### config.mk
export PLATFORM = sky130hd
export DESIGN_NAME = neokeon_core_param_flat
export DESIGN_NICKNAME = d
export VERILOG_FILES = /design/src/rtl/neokeon_core_param_if.sv /design/src/rtl/neokeon_core_param.sv /design/src/flat_wrapper.sv
export SDC_FILE = /design/constraint.sdc
export NUM_CORES = 2
export LEC_CHECK = 0
export CAP_MARGIN = 20
export CORE_ASPECT_RATIO = 0.75
export CORE_MARGIN = 3
export CORE_UTILIZATION = 50
export DETAILED_ROUTE_END_ITERATION = 6
export PLACE_DENSITY = 0.74
export SYNTH_ARGS = -nofsm -noshare
export SYNTH_HDL_FRONTEND = slang
export SYNTH_SLANG_ARGS = --single-unit
### constraint.sdc
create_clock -name inClk -period 11.11 [get_ports inClk]
set_input_delay 1.111 -clock inClk [delete_from_list [all_inputs] [get_ports inClk]]
set_output_delay 1.111 -clock inClk [all_outputs]
set_load 0.02 [all_outputs]
### src/rtl/neokeon_core_param_if.sv
// Host-side handshake bundle for the parametrised Neokeon core.
// The master drives the key/data strobes and the slave returns the result, valid and busy flags.
interface neokeon_core_param_if;
    logic [127:0] inKey;
    logic         inKeyWr;
    logic [127:0] inData;
    logic         inDataWr;
    logic         inDecrypt;
    logic [127:0] outData;
    logic         outValid;
    logic         outBusy;

    modport master (
        output inKey, inKeyWr, inData, inDataWr, inDecrypt,
        input  outData, outValid, outBusy
    );

    modport slave (
        input  inKey, inKeyWr, inData, inDataWr, inDecrypt,
        output outData, outValid, outBusy
    );
endinterface

### src/rtl/neokeon_core_param.sv
// Parametrised Neokeon block cipher core (encrypt/decrypt, direct or indirect key).
// It has an unrolled round datapath of ROUNDS_PER_CYCLE rounds, and it processes one block at a time.
module neokeon_core_param #(
    parameter int ROUNDS           = 16,
    parameter int ROUNDS_PER_CYCLE = 1,
    parameter bit INDIRECT_KEY     = 1'b0
) (
    input  logic                inClk,
    input  logic                inRst,
    neokeon_core_param_if.slave bus
);
    localparam int N  = ROUNDS / ROUNDS_PER_CYCLE;
    localparam int CW = $clog2(N + 2);
    localparam logic [CW-1:0] LAST_RUN  = CW'(N - 1);
    localparam logic [CW-1:0] KEY_FINAL = CW'(N);

    typedef enum logic [2:0] {IDLE, KSCHED, DKEY, RUN, FINAL} stateT;

    // Round-constant LFSR, forward and inverse steps
    function automatic logic [7:0] rconFwd(input logic [7:0] r);
        return {r[6:0], 1'b0} ^ (r[7] ? 8'h1B : 8'h00);
    endfunction

    function automatic logic [7:0] rconRev(input logic [7:0] r);
        logic [7:0] t;
        t = r ^ (r[0] ? 8'h1B : 8'h00);
        return {r[0], t[7:1]};
    endfunction

    function automatic logic [7:0] rconAt(input int idx);
        logic [7:0] r;
        r = 8'h80;
        for (int i = 0; i < idx; i++) r = rconFwd(r);
        return r;
    endfunction

    // Decryption starts from the constant that encryption would end on
    localparam logic [7:0] RCON_LAST = rconAt(ROUNDS);

    function automatic logic [127:0] rcWord(input logic [7:0] rc);
        return {24'h0, rc, 96'h0};
    endfunction

    function automatic logic [31:0] rotl(input logic [31:0] x, input int n);
        return (x << n) | (x >> (32 - n));
    endfunction

    function automatic logic [127:0] theta(input logic [127:0] s, input logic [127:0] k);
        logic [31:0] a0, a1, a2, a3, t;
        a0 = s[127:96]; a1 = s[95:64]; a2 = s[63:32]; a3 = s[31:0];
        t  = a0 ^ a2;
        t  = t ^ rotl(t, 8) ^ rotl(t, 24);
        a1 = a1 ^ t;
        a3 = a3 ^ t;
        a0 = a0 ^ k[127:96];
        a1 = a1 ^ k[95:64];
        a2 = a2 ^ k[63:32];
        a3 = a3 ^ k[31:0];
        t  = a1 ^ a3;
        t  = t ^ rotl(t, 8) ^ rotl(t, 24);
        a0 = a0 ^ t;
        a2 = a2 ^ t;
        return {a0, a1, a2, a3};
    endfunction

    function automatic logic [127:0] gamma(input logic [127:0] s);
        logic [31:0] a0, a1, a2, a3, t;
        a0 = s[127:96]; a1 = s[95:64]; a2 = s[63:32]; a3 = s[31:0];
        a1 = a1 ^ (~a3 & ~a2);
        a0 = a0 ^ (a2 & a1);
        t  = a3;
        a3 = a0;
        a0 = t;
        a2 = a2 ^ a0 ^ a1 ^ a3;
        a1 = a1 ^ (~a3 & ~a2);
        a0 = a0 ^ (a2 & a1);
        return {a0, a1, a2, a3};
    endfunction

    function automatic logic [127:0] pi1(input logic [127:0] s);
        return {s[127:96], rotl(s[95:64], 1), rotl(s[63:32], 5), rotl(s[31:0], 2)};
    endfunction

    function automatic logic [127:0] pi2(input logic [127:0] s);
        return {s[127:96], rotl(s[95:64], 31), rotl(s[63:32], 27), rotl(s[31:0], 30)};
    endfunction

    // Decryption swaps the order of the key mix and the constant injection
    function automatic logic [127:0] neoRound(input logic [127:0] s, input logic [127:0] k,
                                              input logic [7:0] rc, input logic dec);
        logic [127:0] x;
        if (dec) x = theta(s, k) ^ rcWord(rc);
        else     x = theta(s ^ rcWord(rc), k);
        return pi2(gamma(pi1(x)));
    endfunction

    stateT        fsmReg;
    logic [CW-1:0] cntReg;
    logic [127:0] stateReg;
    logic [127:0] dataReg;
    logic         decReg;
    logic         pendingReg;
    logic [7:0]   rconReg;
    logic [127:0] wkReg;
    logic [127:0] dkReg;
    logic [127:0] outDataReg;
    logic         outValidReg;
    logic         outBusyReg;

    logic         decMode;
    logic [127:0] roundKey;
    logic [127:0] roundOut;
    logic [7:0]   roundRcon;
    logic [127:0] finalOut;

    // Key schedule always runs encryption under the all-zero key
    assign decMode  = decReg && (fsmReg == RUN || fsmReg == FINAL);
    assign roundKey = (fsmReg == KSCHED) ? 128'h0 : (decReg ? dkReg : wkReg);

    genvar gi;
    generate
        for (gi = 0; gi < ROUNDS_PER_CYCLE; gi++) begin : gRound
            logic [127:0] sIn;
            logic [127:0] sOut;
            logic [7:0]   rIn;
            logic [7:0]   rOut;
            if (gi == 0) begin : gFirst
                assign sIn = stateReg;
                assign rIn = rconReg;
            end else begin : gNext
                assign sIn = gRound[gi-1].sOut;
                assign rIn = gRound[gi-1].rOut;
            end
            assign sOut = neoRound(sIn, roundKey, rIn, decMode);
            assign rOut = decMode ? rconRev(rIn) : rconFwd(rIn);
        end
    endgenerate

    assign roundOut  = gRound[ROUNDS_PER_CYCLE-1].sOut;
    assign roundRcon = gRound[ROUNDS_PER_CYCLE-1].rOut;

    // Output whitening step; the decrypt side is also the tail of every decrypt round
    always_comb begin
        finalOut = '0;
        if (decMode) finalOut = theta(stateReg, roundKey) ^ rcWord(rconReg);
        else         finalOut = theta(stateReg ^ rcWord(rconReg), roundKey);
    end

    // Control FSM, key registers, round state and registered outputs
    always_ff @(posedge inClk) begin
        if (inRst) begin
            fsmReg      <= IDLE;
            cntReg      <= '0;
            stateReg    <= '0;
            dataReg     <= '0;
            decReg      <= 1'b0;
            pendingReg  <= 1'b0;
            rconReg     <= 8'h80;
            wkReg       <= '0;
            dkReg       <= '0;
            outDataReg  <= '0;
            outValidReg <= 1'b0;
            outBusyReg  <= 1'b0;
        end else begin
            outValidReg <= 1'b0;
            case (fsmReg)
                IDLE: begin
                    if (bus.inKeyWr) begin
                        outBusyReg <= 1'b1;
                        if (INDIRECT_KEY) begin
                            stateReg <= bus.inKey;
                            rconReg  <= 8'h80;
                            cntReg   <= '0;
                            fsmReg   <= KSCHED;
                        end else begin
                            wkReg  <= bus.inKey;
                            fsmReg <= DKEY;
                        end
                        if (bus.inDataWr) begin
                            dataReg    <= bus.inData;
                            decReg     <= bus.inDecrypt;
                            pendingReg <= 1'b1;
                        end
                    end else if (bus.inDataWr) begin
                        outBusyReg <= 1'b1;
                        stateReg   <= bus.inData;
                        decReg     <= bus.inDecrypt;
                        rconReg    <= bus.inDecrypt ? RCON_LAST : 8'h80;
                        cntReg     <= '0;
                        fsmReg     <= RUN;
                    end
                end
                KSCHED: begin
                    if (cntReg == KEY_FINAL) begin
                        wkReg  <= finalOut;
                        fsmReg <= DKEY;
                    end else begin
                        stateReg <= roundOut;
                        rconReg  <= roundRcon;
                        cntReg   <= cntReg + 1'b1;
                    end
                end
                DKEY: begin
                    dkReg <= theta(wkReg, 128'h0);
                    if (pendingReg) begin
                        pendingReg <= 1'b0;
                        stateReg   <= dataReg;
                        rconReg    <= decReg ? RCON_LAST : 8'h80;
                        cntReg     <= '0;
                        fsmReg     <= RUN;
                    end else begin
                        outBusyReg <= 1'b0;
                        fsmReg     <= IDLE;
                    end
                end
                RUN: begin
                    stateReg <= roundOut;
                    rconReg  <= roundRcon;
                    if (cntReg == LAST_RUN) fsmReg <= FINAL;
                    else                    cntReg <= cntReg + 1'b1;
                end
                FINAL: begin
                    outDataReg  <= finalOut;
                    outValidReg <= 1'b1;
                    outBusyReg  <= 1'b0;
                    fsmReg      <= IDLE;
                end
                default: fsmReg <= IDLE;
            endcase
        end
    end

    assign bus.outData  = outDataReg;
    assign bus.outValid = outValidReg;
    assign bus.outBusy  = outBusyReg;
endmodule

### src/flat_wrapper.sv
// flat-port wrapper written by rule: the top's interface ports become plain ports
module neokeon_core_param_flat 
#(
    parameter int ROUNDS           = 16,
    parameter int ROUNDS_PER_CYCLE = 1,
    parameter bit INDIRECT_KEY     = 1'b0
)
  (inClk, inRst, bus_inKey, bus_inKeyWr, bus_inData, bus_inDataWr, bus_inDecrypt, bus_outData, bus_outValid, bus_outBusy);
  neokeon_core_param_if bus_i ();
  input  logic inClk;
  input  logic inRst;
  input wire logic [$bits(bus_i.inKey)-1:0] bus_inKey;
  input wire logic [$bits(bus_i.inKeyWr)-1:0] bus_inKeyWr;
  input wire logic [$bits(bus_i.inData)-1:0] bus_inData;
  input wire logic [$bits(bus_i.inDataWr)-1:0] bus_inDataWr;
  input wire logic [$bits(bus_i.inDecrypt)-1:0] bus_inDecrypt;
  output wire logic [$bits(bus_i.outData)-1:0] bus_outData;
  output wire logic [$bits(bus_i.outValid)-1:0] bus_outValid;
  output wire logic [$bits(bus_i.outBusy)-1:0] bus_outBusy;
  assign bus_i.inKey = bus_inKey;
  assign bus_i.inKeyWr = bus_inKeyWr;
  assign bus_i.inData = bus_inData;
  assign bus_i.inDataWr = bus_inDataWr;
  assign bus_i.inDecrypt = bus_inDecrypt;
  assign bus_outData = bus_i.outData;
  assign bus_outValid = bus_i.outValid;
  assign bus_outBusy = bus_i.outBusy;
  neokeon_core_param #(.ROUNDS(ROUNDS), .ROUNDS_PER_CYCLE(ROUNDS_PER_CYCLE), .INDIRECT_KEY(INDIRECT_KEY)) u_core (.inClk(inClk), .inRst(inRst), .bus(bus_i));
endmodule
==> impl_summary.txt <==
----------------------------------------------------
[STA]
  Count of final setup violators ... 0
  Transition at the pin with the smallest max-transition slack ... 1.24 ns
  Final Hold Violating Endpoints ... 0
  Smallest setup slack after layout ... 5.44 ns
  Post-layout minimum cycle time ... 5.67 ns
  Relative slew slack ... 0.168
  Final cycle utilization of the critical path ... 0.510
  Sum Neg Setup Slack ... 0 ns
  RSZ-0062 raised after global routing ... no
  Final number of max-transition violations ... 0
  Clk_skew ... 0.0301 ns
  Peak Freq ... roughly 180 MHz

[Hold path]
  HP Class ... flip-flop to flip-flop
  Hold path cells ... 2

[Detailed routing]
  Count of vias placed by the detailed router ... approximately 38,000
  DR vias/cell ... 6.16
  Total routed wirelength ... 172,000 um
  Detail-routed net length per standard cell ... 28.2 um
  Drt first-iter violations ... 5,702
  Number of nets still failing antenna checks after routing ... 0
  Post-route DRC violation count ... 2
  First-pass detailed-route iteration total ... 7

[Synthesis]
  Post-synthesis instance area ... 40,100 um^2
  Syn nets ... between 5,000 and 6,000
  Share of synthesized area occupied by flip-flops and latches ... 0.330
  Flop and latch count out of synthesis ... 660
  Mean post-synth cell area ... 8.34 um^2
  Yosys cell types ... 70
  Count of synthesis-stage warnings from yosys ... 0
  EDFF count, synth ... 0
  Post-Synthesis Cells ... between 4,000 and 5,000
  Async set or reset register ratio after synthesis ... 0
  Most instantiated flip-flop cell in the synthesis netlist ... sky130_fd_sc_hd__dfxtp_1

[Clocking]
  Resize count post-CTS ... 0
  Num Clock Sinks ... 660
  Post-CTS Hold Buffers ... 0
  Root Buffer ... sky130_fd_sc_hd__clkbuf_16
  Insertion delay of the later-clocked pin in the worst-skew pair ... 0.65 ns
  Clock buffers created by TritonCTS ... 69
  Max Root-Sink Buffers ... 3
  Post-CTS repair timing setup buffer count ... 0
  CTS H-tree depth ... 3
  Post-CTS clock slew at the launch and capture registers of the worst setup and hold paths ... 0.07 ns
  Clock tree from TritonCTS ... yes

[Place]
  Worst setup slack before clock tree synthesis ... 5.68 ns
  Hpwl dp ... 130,000 um
  Number of buffer cells added on primary ports ... 390
  Area post-placement ... 44,500 um^2
  Placer congestion estimate ... roughly 1.1

[Global route]
  Global routing's busiest layer ... met2
  Final global-route overflow total ... 0
  Met2 Resource Use GR ... 0.549
  GR Util met1 ... 0.523
  Vias in the first global route ... 33,800
  First-pass GRT wire length ... 240,000 um
  Largest net degree at the start of global routing ... 129
  Antenna violations before repair ... 5
  Total global routing track utilization ... 0.393
  Met3 Usage GRT ... 0.132

[Cells and area]
  Fraction of final layout cells sized beyond drive strength 1 ... 0.0531
  Finished layout cell area ... 47,000 um^2
  Synth-to-Final Area Change ... 17.2%
  Count of fill cells added during filler insertion ... between 7,000 and 8,000
  Final #Nets ... 5,289
  Commonest cells after routing, fill and taps aside ... 772 x sky130_fd_sc_hd__xnor2_1, 772 x sky130_fd_sc_hd__nand2_1, 659 x sky130_fd_sc_hd__dfxtp_1, 549 x sky130_fd_sc_hd__nor2_1, 548 x sky130_fd_sc_hd__a21oi_1

[Die]
  Starting density of the core ... 0.507
  Number of placement rows ... about 90
  Chip height ... 251 um
  Number of top-level design ports ... 391
  DIE WIDTH ... 333 um
  Die Outline Area ... 83,600 um^2
  Core Footprint ... 79,100 um^2

[Flow run]
  Max-cap check violation count ... 0

[Critical path]
  Length in cells of the worst reg-to-reg path ... 15
  Critical path required time ... about 12 ns
  Type of element launching the critical path ... flip-flop
  Element type at the critical path end ... flip-flop
  Max Fanout on Critical Path ... 53
  Worst EP arrival ... 6.17 ns
  Classification of the worst setup path ... flip-flop to flip-flop

[Outcome]
  Result of the run ... finished, violations left
  Failing checks ... DRC

----------------------------------------------------
cells in the mapped netlist, drive strengths merged, types with 3 or more instances:
cell / count / area [um^2]
xnor2: 815 / 7470
nand2: 775 / 2910
dfxtp: 660 / 13200
nor2: 554 / 2090
a21oi: 548 / 2740
clkbuf: 267 / 1000
o21ai: 184 / 921
xor2: 164 / 1500
mux2i: 159 / 1600
a211oi: 111 / 843
xnor3: 82 / 1850
buf: 67 / 429
a222oi: 63 / 631
o211ai: 45 / 338
a221oi: 40 / 350
ha: 35 / 438
o22ai: 31 / 194
nor3: 29 / 150
a221o: 26 / 260
inv: 21 / 78.8
a311oi: 20 / 175
nor2b: 19 / 119
nand2b: 15 / 93.8
nand3: 9 / 45.0
and2: 8 / 50.1
xor3: 6 / 143
a22oi: 5 / 37.5
and3: 5 / 31.3
mux2: 5 / 56.3
nor3b: 4 / 40.0
or3: 4 / 25.0
a2bb2oi: 3 / 26.3
nand4: 3 / 18.8
registers in the layout (all words and copies together) (netlist names):
name,cells
u_core.bus.outData,128
u_core.dataReg,128
u_core.dkReg,128
u_core.gRound.sIn,128
u_core.wkReg,128
u_core.gRound.rIn,8
u_core.cntReg,5
u_core.fsmReg,3
u_core.bus.outBusy,1
u_core.bus.outValid,1
u_core.decReg,1
u_core.pendingReg,1
cell type report:
class                           count  area, um^2  area share
Clock inverter                     28         484      0.0103
Clock buffer                       97        2010      0.0429
Timing Repair Buffer              451        4380      0.0932
Inverter                           23        87.6     0.00186
Sequential cell                   660       13200       0.281
Antenna cell                        3        7.51    0.000160
Multi-Input combinational cell   3788       25500       0.542
Tap cell                         1046        1310      0.0279
worst max-delay path, stage by stage (launching register included):
cell	delay (ns)
sky130_fd_sc_hd__dfxtp_1	0.81
sky130_fd_sc_hd__nor3b_4	0.82
sky130_fd_sc_hd__buf_4	0.59
sky130_fd_sc_hd__buf_4	0.60
sky130_fd_sc_hd__nor2_1	0.13
sky130_fd_sc_hd__xnor2_1	0.31
sky130_fd_sc_hd__xnor2_1	0.15
sky130_fd_sc_hd__xnor2_2	0.71
sky130_fd_sc_hd__ha_1	0.31
sky130_fd_sc_hd__xnor2_1	0.10
sky130_fd_sc_hd__xnor2_1	0.17
sky130_fd_sc_hd__inv_1	0.13
sky130_fd_sc_hd__nand2_1	0.08
sky130_fd_sc_hd__xnor2_1	0.16
sky130_fd_sc_hd__a222oi_1	0.29
sky130_fd_sc_hd__a21oi_1	0.11
kinds of logic (layout without fill, tap and decap cells):
| kind of cell | count (synthesis) | count (layout) | share of synthesized area |
|---|---|---|---|
| DFF | 660 | 660 | 0.330 |
| muxes | 164 | 164 | 0.0414 |
| adders and majority gates | 35 | 35 | 0.0109 |
| and+or+nand+nor | 1436 | 1436 | 0.141 |
| other | 0 | 3 | 0 |
| AOI/OAI and AO/OA | 1086 | 1086 | 0.165 |
| xor gates and xnor gates | 1067 | 1067 | 0.274 |
| buffers and inverters | 357 | 599 | 0.0379 |
worst paths after layout:
check	startpoint	endpoint	slack (ns)
max	u_core.fsmReg[0]	u_core.gRound[0].sIn[38]	5.44
min	u_core.dkReg[122]	u_core.dkReg[122]	0.45
max reg2reg	u_core.fsmReg[0]	u_core.gRound[0].sIn[38]	5.44
min reg2reg	u_core.dkReg[122]	u_core.dkReg[122]	0.45
per-layer routing:
metal | part of all wire | routed length, um
met1 | 0.39 | 66900
met5 | 0.00016 | 27
met4 | 0.074 | 12800
met3 | 0.14 | 23800
met2 | 0.40 | 68500
metrics by stage:
stage	utilization	hold slack, ns	instances
floorplan	-	0.432	4805
detailed placement	0.562	0.444	5968
CTS	0.594	0.451	6093
global placement	0.562	0.437	5967
global route	0.594	0.466	6093
finish	0.594	0.451	6096
Power is not shown: default switching activity piles up to over one toggle a cycle in this logic, so the estimate is an artifact.
